**src/rtl/multicycle_control_unit_if.sv**
```systemverilog
// Control bus between the multi-cycle sequencer and its instruction memory, data memory and datapath.
// The master modport is the control unit; the slave modport is the environment around it.
interface multicycle_control_unit_if #(
  parameter int OPCODE_W = 3,
  parameter int ALUOP_W  = 2,
  parameter int CNT_W    = 16
);
  logic [OPCODE_W-1:0] opcode;
  logic                fetch_ack;
  logic                mem_ack;
  logic                stall;

  logic                fetch_req;
  logic                ir_load;
  logic                reg_write;
  logic                alu_src;
  logic [ALUOP_W-1:0]  alu_op;
  logic                mem_read;
  logic                mem_write;
  logic                pc_en;
  logic                instr_done;
  logic                illegal;
  logic [2:0]          state;
  logic [CNT_W-1:0]    retired;

  modport master (
    input  opcode, fetch_ack, mem_ack, stall,
    output fetch_req, ir_load, reg_write, alu_src, alu_op, mem_read, mem_write,
           pc_en, instr_done, illegal, state, retired
  );

  modport slave (
    output opcode, fetch_ack, mem_ack, stall,
    input  fetch_req, ir_load, reg_write, alu_src, alu_op, mem_read, mem_write,
           pc_en, instr_done, illegal, state, retired
  );
endinterface

```
**src/rtl/multicycle_control_unit.sv**
```systemverilog
// Multi-cycle instruction sequencer: FETCH/DECODE/EXECUTE/MEM/WRITEBACK with fetch and memory
// handshakes, execute stall, illegal-opcode trap or skip, and a retired-instruction counter.
module multicycle_control_unit #(
  parameter int OPCODE_W        = 3,
  parameter int ALUOP_W         = 2,
  parameter int CNT_W           = 16,
  parameter int TRAP_ON_ILLEGAL = 1
) (
  input  logic                        clk,
  input  logic                        reset,
  multicycle_control_unit_if.master   bus
);

  typedef enum logic [2:0] {
    S_FETCH     = 3'd0,
    S_DECODE    = 3'd1,
    S_EXECUTE   = 3'd2,
    S_MEM       = 3'd3,
    S_WRITEBACK = 3'd4,
    S_TRAP      = 3'd5
  } state_t;

  state_t              state_q, state_d;
  logic [OPCODE_W-1:0] op_q;
  logic [CNT_W-1:0]    cnt_q;

  logic               c_fetch_req, c_ir_load, c_reg_write, c_alu_src;
  logic [ALUOP_W-1:0] c_alu_op;
  logic               c_mem_read, c_mem_write, c_pc_en, c_instr_done, c_illegal;

  logic       hi_bits;
  logic [2:0] base;
  logic       is_nop, is_sub, is_load, is_store, uses_imm, is_bad;

  // Opcodes wider than three bits are only legal when every extra bit is zero.
  if (OPCODE_W > 3) begin : g_wide
    assign hi_bits = |op_q[OPCODE_W-1:3];
  end else begin : g_narrow
    assign hi_bits = 1'b0;
  end

  assign base     = op_q[2:0];
  assign is_bad   = hi_bits || (base[2:1] == 2'b11);
  assign is_nop   = !hi_bits && (base == 3'd0);
  assign is_sub   = !hi_bits && (base == 3'd3);
  assign is_load  = !hi_bits && (base == 3'd4);
  assign is_store = !hi_bits && (base == 3'd5);
  assign uses_imm = !hi_bits && ((base == 3'd2) || is_load || is_store);

  always_ff @(posedge clk) begin
    if (reset) begin
      state_q <= S_FETCH;
      op_q    <= '0;
      cnt_q   <= '0;
    end else begin
      state_q <= state_d;
      if (c_ir_load)
        op_q <= bus.opcode;
      if (c_instr_done)
        cnt_q <= cnt_q + CNT_W'(1);
    end
  end

  always_comb begin
    state_d      = state_q;
    c_fetch_req  = 1'b0;
    c_reg_write  = 1'b0;
    c_alu_src    = 1'b0;
    c_alu_op     = '0;
    c_mem_read   = 1'b0;
    c_mem_write  = 1'b0;
    c_pc_en      = 1'b0;
    c_instr_done = 1'b0;
    c_illegal    = 1'b0;
    case (state_q)
      S_FETCH: begin
        c_fetch_req = 1'b1;
        if (bus.fetch_ack)
          state_d = S_DECODE;
      end
      S_DECODE: begin
        if (is_nop) begin
          c_pc_en      = 1'b1;
          c_instr_done = 1'b1;
          state_d      = S_FETCH;
        end else if (is_bad) begin
          if (TRAP_ON_ILLEGAL != 0) begin
            state_d = S_TRAP;
          end else begin
            c_illegal = 1'b1;
            c_pc_en   = 1'b1;
            state_d   = S_FETCH;
          end
        end else begin
          state_d = S_EXECUTE;
        end
      end
      S_EXECUTE: begin
        c_alu_src   = uses_imm;
        c_alu_op[0] = is_sub;
        if (!bus.stall)
          state_d = (is_load || is_store) ? S_MEM : S_WRITEBACK;
      end
      // ALU controls stay up so the address computed in EXECUTE remains stable during the access.
      S_MEM: begin
        c_alu_src   = uses_imm;
        c_alu_op[0] = is_sub;
        c_mem_read  = is_load;
        c_mem_write = is_store;
        if (bus.mem_ack) begin
          if (is_load) begin
            state_d = S_WRITEBACK;
          end else begin
            c_pc_en      = 1'b1;
            c_instr_done = 1'b1;
            state_d      = S_FETCH;
          end
        end
      end
      S_WRITEBACK: begin
        c_reg_write  = 1'b1;
        c_pc_en      = 1'b1;
        c_instr_done = 1'b1;
        state_d      = S_FETCH;
      end
      S_TRAP: begin
        c_illegal = 1'b1;
      end
      default: begin
        state_d = S_FETCH;
      end
    endcase
  end

  assign c_ir_load = c_fetch_req && bus.fetch_ack;

  // Outputs are forced low for the whole time reset is held, not just after the reset edge.
  assign bus.fetch_req  = c_fetch_req  && !reset;
  assign bus.ir_load    = c_ir_load    && !reset;
  assign bus.reg_write  = c_reg_write  && !reset;
  assign bus.alu_src    = c_alu_src    && !reset;
  assign bus.alu_op     = reset ? '0 : c_alu_op;
  assign bus.mem_read   = c_mem_read   && !reset;
  assign bus.mem_write  = c_mem_write  && !reset;
  assign bus.pc_en      = c_pc_en      && !reset;
  assign bus.instr_done = c_instr_done && !reset;
  assign bus.illegal    = c_illegal    && !reset;
  assign bus.state      = reset ? 3'd0 : state_q;
  assign bus.retired    = reset ? '0 : cnt_q;

endmodule
```
**src/flat_wrapper.sv**
```systemverilog
// flat-port wrapper written by rule: the top's interface ports become plain ports
module multicycle_control_unit_flat 
#(
  parameter int OPCODE_W        = 3,
  parameter int ALUOP_W         = 2,
  parameter int CNT_W           = 16,
  parameter int TRAP_ON_ILLEGAL = 1
)
  (clk, reset, bus_opcode, bus_fetch_ack, bus_mem_ack, bus_stall, bus_fetch_req, bus_ir_load, bus_reg_write, bus_alu_src, bus_alu_op, bus_mem_read, bus_mem_write, bus_pc_en, bus_instr_done, bus_illegal, bus_state, bus_retired);
  multicycle_control_unit_if #(.OPCODE_W(OPCODE_W), .ALUOP_W(ALUOP_W), .CNT_W(CNT_W)) bus_i ();
  input  logic clk;
  input  logic reset;
  input wire logic [$bits(bus_i.opcode)-1:0] bus_opcode;
  input wire logic [$bits(bus_i.fetch_ack)-1:0] bus_fetch_ack;
  input wire logic [$bits(bus_i.mem_ack)-1:0] bus_mem_ack;
  input wire logic [$bits(bus_i.stall)-1:0] bus_stall;
  output wire logic [$bits(bus_i.fetch_req)-1:0] bus_fetch_req;
  output wire logic [$bits(bus_i.ir_load)-1:0] bus_ir_load;
  output wire logic [$bits(bus_i.reg_write)-1:0] bus_reg_write;
  output wire logic [$bits(bus_i.alu_src)-1:0] bus_alu_src;
  output wire logic [$bits(bus_i.alu_op)-1:0] bus_alu_op;
  output wire logic [$bits(bus_i.mem_read)-1:0] bus_mem_read;
  output wire logic [$bits(bus_i.mem_write)-1:0] bus_mem_write;
  output wire logic [$bits(bus_i.pc_en)-1:0] bus_pc_en;
  output wire logic [$bits(bus_i.instr_done)-1:0] bus_instr_done;
  output wire logic [$bits(bus_i.illegal)-1:0] bus_illegal;
  output wire logic [$bits(bus_i.state)-1:0] bus_state;
  output wire logic [$bits(bus_i.retired)-1:0] bus_retired;
  assign bus_i.opcode = bus_opcode;
  assign bus_i.fetch_ack = bus_fetch_ack;
  assign bus_i.mem_ack = bus_mem_ack;
  assign bus_i.stall = bus_stall;
  assign bus_fetch_req = bus_i.fetch_req;
  assign bus_ir_load = bus_i.ir_load;
  assign bus_reg_write = bus_i.reg_write;
  assign bus_alu_src = bus_i.alu_src;
  assign bus_alu_op = bus_i.alu_op;
  assign bus_mem_read = bus_i.mem_read;
  assign bus_mem_write = bus_i.mem_write;
  assign bus_pc_en = bus_i.pc_en;
  assign bus_instr_done = bus_i.instr_done;
  assign bus_illegal = bus_i.illegal;
  assign bus_state = bus_i.state;
  assign bus_retired = bus_i.retired;
  multicycle_control_unit #(.OPCODE_W(OPCODE_W), .ALUOP_W(ALUOP_W), .CNT_W(CNT_W), .TRAP_ON_ILLEGAL(TRAP_ON_ILLEGAL)) u_core (.clk(clk), .reset(reset), .bus(bus_i));
endmodule
```
**config.mk**
```make
export PLATFORM = sky130hd
export DESIGN_NAME = multicycle_control_unit_flat
export DESIGN_NICKNAME = d
export VERILOG_FILES = /design/src/rtl/multicycle_control_unit_if.sv /design/src/rtl/multicycle_control_unit.sv /design/src/flat_wrapper.sv
export SDC_FILE = /design/constraint.sdc
export NUM_CORES = 1
export LEC_CHECK = 0
export ABC_AREA = 1
export ABC_CLOCK_PERIOD_IN_PS = 1960
export BUFFER_PORTS_ARGS = -buffer_cell sky130_fd_sc_hd__clkbuf_2
export CAP_MARGIN = 20
export CORE_ASPECT_RATIO = 0.6
export CORE_UTILIZATION = 46
export DETAILED_ROUTE_END_ITERATION = 8
export GPL_TIMING_DRIVEN = 0
export PLACE_DENSITY = 0.71
export SETUP_SLACK_MARGIN = 0.02
export SLEW_MARGIN = 25
export SYNTH_ARGS = -nofsm -noshare
export SYNTH_HDL_FRONTEND = slang
export SYNTH_SLANG_ARGS = --single-unit
export TNS_END_PERCENT = 1
```
**constraint.sdc**
```tcl
create_clock -name clk -period 1.96 [get_ports clk]
set_clock_uncertainty 0.05 [all_clocks]
set_input_delay 0.098 -clock clk [delete_from_list [all_inputs] [get_ports clk]]
set_output_delay 0.098 -clock clk [all_outputs]
set_load 0.005 [all_outputs]
```
==> summary.md <==
| Metric | Value |
|---|---|
| Switching power total | 0.000612 W |
| Outcome | complete, no violations |
| Die Y | 45.9 um |
| Worst-path maximum fanout | 5 |
| #FFs+latches synth | 22 |
| Critical path's largest stage delay | 0.45 ns |
| Period Utilization, post-route | 87.3% |
| Layout cells sized above 1 | 17.5% |
| Least-Margin Pin Slew | 0.528 ns |
| Worst-skew pair later-pin latency | 0.27 ns |
| R2r setup slk | 0.29 ns |
| Final hold vios | 0 |
| Cell taking the most area after synthesis | dfxtp_1 |
| Routed WL | 3970 um |
| Most used cell, CP | nand3_2 |
| Worst setup endpoint | bus_pc_en |
| DR pass1 iterations | 5 |
| Avg WL per Cell | 11.7 um |
| # port buffers | 36 |
| Initial antenna violation count | 0 |
| DR vias | 1662 |
| Final Max Slew Viols | 0 |
| Initial DRC Count | 142 |
| First-pass GRT wire length | 6330 um |
| Synth cell types | 25 |
| Most frequent cells in the layout | 70 x nand2_1, 58 x nor2_1, 36 x clkbuf_2 |
| Setup bufs post-CTS | 0 |
| Sequential area share after synthesis | 29.8% |
| Clock slew at reported path FFs | 0.08 ns |
| Final critical-path required period | 1.71 ns |
| Die area | 3460 um^2 |
| Switching share of power | 41.2% |
| Max clock buf depth | 2 |
| Die Width | 75.2 um |
| Placed cells | 335 |
| HP Class | in -> reg |
| Hold_buf cts | 0 |
| Sink Count | 22 |
| Most common cell after layout, fill and taps aside | nand2_1 |
| IO Pins | 38 |
| Syn Nets | 266 |
| Post-route DRC violation count | 0 |
| Hold Path Depth | 3 |
| Core area | 2970 um^2 |
| Hpwl dp | 2970 um |
| Pwr dens | 839 nW/um^2 |
| R2R cell count | 8 |
| R2R Path End | u_core.cnt_q[10] |
| Routability congestion estimate from global placement | 0.945 |
| TritonCTS Buffers | 3 |
| Mapped Avg Cell Area | 5.76 um^2 |
| Max Freq | 585 MHz |
| Clock share of power | 22.5% |
| Final setup fails | 0 |
| Post-route insts no fill | 339 |
| Syn Std Cell Area | 1480 um^2 |
| Worst path depth | 8 |
| Antenna-violating nets left | 0 |
| Largest net degree at the start of global routing | 13 |
| Post-layout net count | 307 |
| Min-Delay Startpoint | bus_opcode[1] |
| Kind of critical path | reg -> out |
| CTS tree | yes |
| Worst EP required | 1.81 ns |
| GRT Total Usage | 25.1% |
| Worst r2r src | u_core.cnt_q[0] |
| Max Cap Viol | 0 |
| Int Power | 0.000871 W |
| Via-to-Cell Ratio | 4.90 |
| Critical path cell sequence | nand2_2 > nor2_1 > nand3_2 > nand3_2 > nand2_1 > inv_1 > buf_4 > clkbuf_2 |
| Top cell type's share of synthesized area | 29.8% |
| Max H-tree Level | 1 |
| Slew headroom | 64.8% |
| Clock root cell | clkbuf_8 |
| Vias in the first global route | 1314 |
| VDD IR max | 0.575 mV |
| Reg power frac | 37.3% |
| CP Launch Type | register |
| Leak | 0.786 nW |
| RSZ-0062 raised after global routing | false |
| Gates resized, CTS repair | 0 |
| Combinational power share | 40.2% |
| Yosys warning count | 0 |
| Family with the most delay on the worst path | simple AND/OR/NAND/NOR gates |
| Critical Path Start | u_core.state_q[0] |
| Synth area leaders | dfxtp_1 30%, nand2_1 18%, nor2_1 15% |
| Gr ovfl total | 0 |
| Post-Syn Instances | 257 |
| Diodes inserted | 0 |
| Crit. End Element | output port |
| Worst Path Buf+Inv | 3 |
| Critical path's slowest cell | dfxtp_1 |
| Starting density of the core | 49.9% |
| Area grow syn2layout | 19.4% |
| Worst path arrival time | 1.56 ns |
| Setup tns final | 0 ns |
| Rows | 15 |
## cells by family (layout without fill, tap and decap cells)
kind of cell    after synthesis  count (layout)  share of synthesized area (%)
buf+inv                      40              80                           11.7
fa+ha+maj                     1               1                          0.845
compound gates               33              33                           11.3
xor+xnor                      3               3                           1.78
simple gates                157             157                           44.4
other cells                   1               1                          0.253
flops                        22              22                           29.8
## layer usage
layer	share of wire, %	track usage (%)	routed length, um
met5	0	0	0
met4	1.3	4.44	51
met3	8.5	6.64	336
met2	35	32.1	1410
met1	55	40.6	2180
## tightest hold or removal path: stages
cell	delay, ns
clkbuf_2	0.07
o21ai_0	0.07
a21oi_1	0.10
## synth_stat cells (all sizes together)
| cell type | instances |
|---|---|
| o21ai | 12 |
| dfxtp | 22 |
| xor2 | 3 |
| nand3 | 19 |
| nand4 | 3 |
| buf | 6 |
| nor4 | 2 |
| nor3 | 1 |
| a21oi | 20 |
| inv | 31 |
| and3 | 1 |
| clkbuf | 3 |
| nor2 | 60 |
| ha | 1 |
| a211oi | 1 |
| conb | 1 |
| nand2 | 71 |
## power groups by stage
stage / Clock [W] / Sequential, W / Combinational, W
after floorplan: 0 / 0.000543 / 0.000424
after global placement: 0 / 0.000558 / 0.000586
after detailed placement: 0 / 0.000560 / 0.000581
after CTS: 0.000333 / 0.000549 / 0.000585
after global routing: 0.000352 / 0.000559 / 0.000671
final: 0.000333 / 0.000553 / 0.000597
## how the worst min path moves through the flow
| stage | endpoint | slack (ns) |
|---|---|---|
| after detailed placement | u_core.base[1] | 0.34 |
| after CTS | u_core.base[1] | 0.06 |
| after global routing | u_core.base[1] | 0.09 |
| after floorplan | u_core.base[0] | 0.24 |
| final | u_core.base[1] | 0.06 |
| after global placement | u_core.base[0] | 0.34 |
## flip-flops by register name, summed over array words and instances (netlist names)
signal,flops
u_core.cnt_q,16
u_core.state_q,3
u_core.base,3
## cell type report
class	instances	area [um^2]
well taps	42	52.6
fillers	312	1200
flip-flops and latches	22	440
repair buffers	36	180
plain buffers	9	56.3
multi-input cells	195	867
inverters	31	116
clock buffers	4	55.1
## metrics by stage
stage | instance area [um^2] | total power [W] | setup WS, ns | hold WS (ns) | util, %
3_3_place_gp | 1710 | 0.00114 | 0.388 | 0.343 | 57.8
2_1_floorplan | 1480 | 0.000967 | 0.590 | 0.241 | -
4_1_cts | 1770 | 0.00147 | 0.265 | 0.0621 | 59.6
6_report | 1770 | 0.00148 | 0.250 | 0.0550 | 59.6
3_5_place_dp | 1710 | 0.00114 | 0.387 | 0.342 | 57.8
5_1_grt | 1770 | 0.00158 | 0.119 | 0.0932 | 59.6
No activity file was read; power rests on OpenSTA's default activity.
